## config.mk

```make
export PLATFORM = sky130hd
export DESIGN_NAME = uart_tx_core
export DESIGN_NICKNAME = d
export VERILOG_FILES = /design/src/rtl/uart_tx_core.sv
export SDC_FILE = /design/constraint.sdc
export NUM_CORES = 1
export LEC_CHECK = 0
export CORE_MARGIN = 5
export CORE_UTILIZATION = 45
export DETAILED_ROUTE_END_ITERATION = 10
export PLACE_DENSITY = 0.72
export SETUP_SLACK_MARGIN = 0.02
export SLEW_MARGIN = 20
export SYNTH_ARGS = -nofsm -noshare
export SYNTH_HDL_FRONTEND = slang
export SYNTH_SLANG_ARGS = --single-unit
```

## constraint.sdc

```tcl
create_clock -name CLK -period 1.2 [get_ports CLK]
set_clock_uncertainty 0.05 [all_clocks]
set_input_delay 0.12 -clock CLK [delete_from_list [all_inputs] [get_ports CLK]]
set_output_delay 0.12 -clock CLK [all_outputs]
set_load 0.05 [all_outputs]
```

## src/rtl/uart_tx_core.sv

```systemverilog
// UART transmitter: one word per DATA_VALID handshake, framed as start, data
// (LSB first), optional parity and stop, one bit per baud clock on TX_OUT.
module uart_tx_core #(
  parameter int DATA_WIDTH = 8
) (
  input  logic                  CLK,
  input  logic                  RST,
  input  logic [DATA_WIDTH-1:0] P_DATA,
  input  logic                  DATA_VALID,
  input  logic                  PAR_EN,
  input  logic                  PAR_TYP,
  output logic                  TX_OUT,
  output logic                  Busy
);

  localparam int CNT_W = (DATA_WIDTH > 1) ? $clog2(DATA_WIDTH) : 1;
  localparam logic [CNT_W-1:0] LAST_BIT = CNT_W'(DATA_WIDTH - 1);

  typedef enum logic [2:0] {
    IDLE   = 3'd0,
    START  = 3'd1,
    DATA   = 3'd2,
    PARITY = 3'd3,
    STOP   = 3'd4
  } state_t;

  state_t                state;
  state_t                state_nxt;
  logic [DATA_WIDTH-1:0] shift_p0;
  logic [CNT_W-1:0]      bit_cnt;
  logic                  par_en_p0;
  logic                  par_bit_p0;
  logic                  tx_nxt;
  logic                  busy_nxt;
  logic                  load;
  logic                  shift_en;

  // PAR_TYP=0 selects the inverted XOR reduction, PAR_TYP=1 the plain one.
  function automatic logic parity_bit(input logic [DATA_WIDTH-1:0] d,
                                      input logic typ);
    return typ ? (^d) : (~^d);
  endfunction

  always_ff @(posedge CLK) begin
    if (!RST) begin
      state <= IDLE;
    end else begin
      state <= state_nxt;
    end
  end

  always_comb begin
    state_nxt = state;
    case (state)
      IDLE:    if (DATA_VALID) state_nxt = START;
      START:   state_nxt = DATA;
      DATA:    if (bit_cnt == LAST_BIT) state_nxt = par_en_p0 ? PARITY : STOP;
      PARITY:  state_nxt = STOP;
      STOP:    state_nxt = IDLE;
      default: state_nxt = IDLE;
    endcase
  end

  always_comb begin
    tx_nxt   = 1'b1;
    busy_nxt = 1'b0;
    load     = 1'b0;
    shift_en = 1'b0;
    case (state)
      IDLE:    load = DATA_VALID;
      START: begin
        tx_nxt   = 1'b0;
        busy_nxt = 1'b1;
      end
      DATA: begin
        tx_nxt   = shift_p0[0];
        busy_nxt = 1'b1;
        shift_en = 1'b1;
      end
      PARITY: begin
        tx_nxt   = par_bit_p0;
        busy_nxt = 1'b1;
      end
      STOP:    busy_nxt = 1'b1;
      default: begin
        tx_nxt   = 1'b1;
        busy_nxt = 1'b0;
      end
    endcase
  end

  // Word capture and serialisation: parity is fixed at capture time.
  always_ff @(posedge CLK) begin
    if (!RST) begin
      shift_p0   <= '0;
      bit_cnt    <= '0;
      par_en_p0  <= 1'b0;
      par_bit_p0 <= 1'b0;
    end else if (load) begin
      shift_p0   <= P_DATA;
      bit_cnt    <= '0;
      par_en_p0  <= PAR_EN;
      par_bit_p0 <= parity_bit(P_DATA, PAR_TYP);
    end else if (shift_en) begin
      shift_p0 <= shift_p0 >> 1;
      bit_cnt  <= (bit_cnt == LAST_BIT) ? '0 : bit_cnt + 1'b1;
    end
  end

  // Line register: TX_OUT and Busy lag the state by one edge.
  always_ff @(posedge CLK) begin
    if (!RST) begin
      TX_OUT <= 1'b1;
      Busy   <= 1'b0;
    end else begin
      TX_OUT <= tx_nxt;
      Busy   <= busy_nxt;
    end
  end

endmodule

```

==> results of run 1 <==
## power by group through the flow
stage	clock [W]	combinational, W	sequential [W]
2_1_floorplan	0	0.000186	0.000685
3_3_place_gp	0	0.000316	0.000681
3_5_place_dp	0	0.000323	0.000683
4_1_cts	0.000374	0.000335	0.000670
5_1_grt	0.000414	0.000412	0.000676
6_report	0.000371	0.000384	0.000671
## layer usage
metal | track usage (%) | vias up | wire length (um)
met5 | 0 | - | 0
met4 | 5.957 | 0 | 33
met3 | 2.770 | 4 | 89
met2 | 25.81 | 26 | 1007
met1 | 18.01 | 360 | 814
li1 | - | 391 | -
## synth_stat cells
cell       n  area share (%)
nor2_2     2             1.4
nor3b_4    1             2.2
a21boi_1   7             6.1
a22oi_1    7             6.1
or3_1      2             1.4
o211a_1    1             1.2
buf_6      1             1.3
clkbuf_1   1            0.43
nand3b_1   1            0.87
xnor3_1    1             2.6
a21oi_1    6             3.5
o21ai_0    4             2.3
nand2_1   18             7.8
and3_1     1            0.72
dfxtp_1   18              42
nand3_1    2             1.2
buf_4      2             1.7
nor3_1     2             1.2
xor2_1     1             1.0
a31oi_1    1            0.72
nor2b_1    4             2.9
xnor2_1    5             5.1
ha_1       2             2.9
inv_1      1            0.43
nor4b_4    1             2.7
a21boi_0   1            0.87
## cell families (layout without fill, tap and decap cells)
kind of cell | Yosys count | after routing
fa+ha+maj | 2 | 2
compound gates | 27 | 27
xor+xnor | 7 | 7
buf+inv | 5 | 35
simple gates | 34 | 34
flops | 18 | 18
## state kept, by name (all words and copies together) (netlist names)
signal,count
shift_p0,8
bit_cnt,3
state,3
Busy,1
TX_OUT,1
par_bit_p0,1
par_en_p0,1
## cell type report
type | instances | area, um^2
Tap cell | 25 | 31.28
Inverter | 1 | 3.754
Multi-Input combinational cell | 70 | 558.0
Fill cell | 142 | 464.2
Clock buffer | 4 | 36.28
Timing Repair Buffer | 30 | 317.8
Sequential cell | 18 | 371.6
## per-stage QoR
step | utilization, % | instance area (um^2) | power [W] | hold slack (ns) | instances
CTS | 69.33 | 1236 | 0.001379 | 0.2358 | 145
global placement | 64.63 | 1152 | 0.0009970 | 0.3923 | 140
detailed placement | 64.63 | 1152 | 0.001006 | 0.3951 | 140
floorplan | - | 892.1 | 0.0008713 | 0.2048 | 93
global route | 73.96 | 1319 | 0.001502 | 0.3052 | 148
finish | 73.96 | 1319 | 0.001425 | 0.2630 | 148
## worst min-delay path: cells and delay by family
| family | cells | cell delay [ns] |
|---|---|---|
| buffers and inverters | 1 | 0.25 |
| AO/OA/AOI/OAI | 2 | 0.19 |
## worst max path at each step
stage                                startpoint                        to  slack (ns)
final                     state[0]$_SDFFE_PN0P_    par_en_p0$_SDFFE_PN0P_       -0.07
after global routing      state[0]$_SDFFE_PN0P_  shift_p0[6]$_SDFFE_PN0P_       -0.13
after CTS                 state[2]$_SDFFE_PN0P_  shift_p0[7]$_SDFFE_PN0P_       -0.07
after detailed placement              P_DATA[2]   par_bit_p0$_SDFFE_PN0P_       -0.44
after global placement                P_DATA[2]   par_bit_p0$_SDFFE_PN0P_       -0.39
after floorplan           state[0]$_SDFFE_PN0P_  shift_p0[7]$_SDFFE_PN0P_       -0.04
## repair_timing
item | 4_1_cts | 5_1_grt
pin swaps | 10 | 14
gates resized for setup | 15 | 13
endpoints found under the setup margin | 13 | 15
gates cloned | 1 | 0
buffers inserted | 0 | 3
==> results.ini, run 1 <==
[placed_design]
io_buffers = 14
hpwl_um = 1348
routabilityCongestion = 0.8083
pre_cts_ws_ns = -0.4408

[setup_path]
rr_startpoint = state[0]$_SDFFE_PN0P_
path_common_cell = buf_6
cp.required_ns = 1.37
path_depth = 5
slowest_stage = dfxtp_4
max_stage_delay_ns = 0.38
critPathTopFamily = flip-flops
rr_endpoint = par_en_p0$_SDFFE_PN0P_
endpoint_kind = flop
crit_fanout = 5
r2r_slack_ns = -0.07
critical_path_class = reg -> reg
critical_path_buf_inv_count = 2
reg2reg_depth = 5
path_cells = nor4b_4 > buf_6 > buf_6 > nand2_2 > a21boi_1
worstPathArrival_ns = 1.44
start_kind = flop

[route]
drc = 0
first_iter_violations = 11
first_pass_iters = 5
wl_um = 1944
viasPerCell = 5.277
vias = 781
antenna_left = 0
wl_per_cell_um = 13.14

[yosys]
ys_types = 26
yosysWarnings = 0
synth_xor_area_share_pct = 8.658
syn_area_um2 = 867.1
synth_top_family_by_area = simple AND/OR/NAND/NOR gates
yosys.area_share.simple_pct = 22.37
synthMuxAreaShare_pct = 0
synth_area_per_cell_um2 = 9.323
ys_seq_area_share_pct = 41.56
synth_fa_ha_area_share_pct = 2.886
yosys_register_bits = 18
synth_compound_area_share_pct = 20.63
synth_cells = 93
syn_nets = 108

[layout]
final_nets = 139
final_common_cell = nand2_1
syn_to_final_growth_pct = 52.09
layout_common_cells = 16 x nand2_1, 13 x dfxtp_1, 10 x buf_4, 10 x clkdlybuf4s50_1, 7 x a21boi_1
layout-drive-gt1-share_pct = 36.59
diodes = 0

[floorplan]
io_pins = 15
core_region_area_um2 = 1783
initial_core_util_pct = 48.63
die_x_um = 53.90
die_h_um = 53.90
floorplan.die_area_um2 = 2905
rows = 15

[pwr]
p_int_w = 0.001037
p_leak_nw = 0.5200
switching_share_pct = 27.21
p_comb_share_pct = 26.9
p_switching_w = 0.0003878
seqPwrFrac_pct = 47.1
clock_power_share_pct = 26.0
pwr_density_cell_nw_per_um2 = 1081
vdd_drop_max_uv = 757.1

[status]
status = finished, violations left
violations = negative setup slack

[timing]
hold_viol_final = 0
setup_viol = 10
rsz0062_at_grt = true
period_share_pct = 105.9
fin_setup_tns_ns = -0.3886
period_minus_slack_ns = 1.271
relSlewSlack_pct = 81.70
report.final.slew_viol_count = 0
worst_pin_slew_ns = 0.2734
setup_ws_ns = -0.07116
timing.fmax_ghz = 0.7867

[global_route]
grt.overflow.total = 0
grt_usage_pct = 14.94
first_global_vias = 775
grt_start_max_net_pins = 11
antenna_found_initial = 0
grt_first_pass_wirelength_um = 3167

[worst_hold_path]
whs_path_depth = 3
hold_end = shift_p0[1]$_SDFFE_PN0P_
min_from = P_DATA[1]
hold_class = in -> reg

[clocking]
htreeDepth = 1
cts.clk_slew.worst_paths_ns = 0.11
cts.root.buffer_cell = clkbuf_4
clk_path_buf_depth = 2
ctsHoldBuffers = 0
insertion_delay_ns = 0.29
clock_sinks = 18
cts_buffers = 3
cts_tree = built

[run]
cap_violations = 0

No activity file was read; power rests on OpenSTA's default activity.
==> inputs of run 2 (changes only) <==
Settings changed: CTS_BUF_LIST set to sky130_fd_sc_hd__clkbuf_4.
==> results.ini, run 2 (synthesized netlist as in run 1, its figures left out) <==
[timing]
setup_viol = 13
timing.fmax_ghz = 0.7879
rsz0062_at_grt = true
report.final.slew_viol_count = 0
hold_viol_final = 0
fin_setup_tns_ns = -0.3519
worst_pin_slew_ns = 0.2730
setup_ws_ns = -0.06925
relSlewSlack_pct = 81.72
period_share_pct = 105.8
period_minus_slack_ns = 1.269

[clocking]
ctsHoldBuffers = 0
cts.clk_slew.worst_paths_ns = 0.11
cts_tree = built
insertion_delay_ns = 0.29
htreeDepth = 1
clock_sinks = 18
cts_buffers = 3
clk_path_buf_depth = 2
cts.root.buffer_cell = clkbuf_4

[setup_path]
critical_path_buf_inv_count = 2
critical_path_class = reg -> reg
max_stage_delay_ns = 0.38
path_cells = nor4b_4 > buf_6 > buf_6 > nand2_1 > a21boi_1
worstPathArrival_ns = 1.44
cp.required_ns = 1.37
start_kind = flop
reg2reg_depth = 5
critPathTopFamily = flip-flops
r2r_slack_ns = -0.07
slowest_stage = dfxtp_4
path_common_cell = buf_6
crit_fanout = 5
endpoint_kind = flop
rr_endpoint = par_en_p0$_SDFFE_PN0P_
rr_startpoint = state[0]$_SDFFE_PN0P_

[floorplan]
die_h_um = 53.90
initial_core_util_pct = 48.63
floorplan.die_area_um2 = 2905
io_pins = 15
rows = 15
die_x_um = 53.90
core_region_area_um2 = 1783

[worst_hold_path]
min_from = P_DATA[1]
hold_class = in -> reg
hold_end = shift_p0[1]$_SDFFE_PN0P_
whs_path_depth = 3

[layout]
layout-drive-gt1-share_pct = 36.29
reg_top3 = shift_p0: 8 flops, bit_cnt: 3 flops, state: 3 flops
layout_common_cells = 15 x nand2_1, 13 x dfxtp_1, 10 x clkdlybuf4s50_1
final_nets = 140
syn_to_final_growth_pct = 52.24
largest_reg_flops = 8
regMostFlops = shift_p0
final_common_cell = nand2_1
diodes = 0
fin_area_um2 = 1320

[route]
wl_um = 1992
antenna_left = 0
first_iter_violations = 6
first_pass_iters = 4
vias = 767
viasPerCell = 5.148
wl_per_cell_um = 13.37
drc = 0

[global_route]
grt_usage_pct = 15.05
grt_start_max_net_pins = 11
grt.overflow.total = 0
antenna_found_initial = 0
grt_first_pass_wirelength_um = 3180
first_global_vias = 771

[run]
cap_violations = 0

[status]
status = finished, violations left
violations = negative setup slack

[pwr]
finalPower_w = 0.001364
p_leak_nw = 0.5221
vdd_drop_max_uv = 786.4
pwr_density_cell_nw_per_um2 = 1033

[placed_design]
hpwl_um = 1348
dpl_cell_area_um2 = 1152
pre_cts_ws_ns = -0.4408
io_buffers = 14
routabilityCongestion = 0.8083

-- run 2: worst reg2reg max path: stages (launching register included) --
cell      delay [ns]
dfxtp_4         0.38
nor4b_4         0.32
buf_6           0.18
buf_6           0.11
nand2_1         0.05
a21boi_1        0.11
-- run 2: area by class of cell --
type | instances | area, um^2
Clock inverter | 1 | 3.754
Clock buffer | 3 | 22.52
Fill cell | 140 | 462.9
Timing Repair Buffer | 31 | 332.8
Tap cell | 25 | 31.28
Sequential cell | 18 | 371.6
Inverter | 1 | 3.754
Multi-Input combinational cell | 70 | 554.3
-- run 2: worst max path at each step --
stage,start,end,slack (ns),cells after the start
2_1_floorplan,state[0]$_SDFFE_PN0P_,shift_p0[7]$_SDFFE_PN0P_,-0.04,5
3_3_place_gp,P_DATA[2],par_bit_p0$_SDFFE_PN0P_,-0.39,5
3_5_place_dp,P_DATA[2],par_bit_p0$_SDFFE_PN0P_,-0.44,5
4_1_cts,state[2]$_SDFFE_PN0P_,shift_p0[7]$_SDFFE_PN0P_,-0.07,5
5_1_grt,state[0]$_SDFFE_PN0P_,shift_p0[7]$_SDFFE_PN0P_,-0.13,5
6_report,state[0]$_SDFFE_PN0P_,par_en_p0$_SDFFE_PN0P_,-0.07,5
-- run 2: layer usage --
layer	GRT usage (%)	part of all wire (%)	wire (um)
met1	18.35	43	866
met2	25.81	52	1043
met3	2.770	3.3	65
met4	5.957	0.85	17
met5	0	0	0
-- run 2: power breakdown --
part	switching [W]	leakage, nW	internal [W]
sequential	0.0000343	0.150	0.000637
clock	0.000189	0.0154	0.000121
combinational	0.000166	0.356	0.000216
-- run 2: stage by stage --
stage               util (%)  instances  hold slack (ns)
floorplan                  -         93           0.2048
global placement       64.63        140           0.3923
detailed placement     64.63        140           0.3951
CTS                    68.77        145           0.2373
global route           74.04        149           0.2852
finish                 74.04        149           0.2402
-- run 2: repair_timing --
action | 4_1_cts | 5_1_grt
setup endpoints to repair | 13 | 15
cloned | 1 | 0
resized for setup | 15 | 15
pin swaps | 10 | 12
buffers inserted | 0 | 4
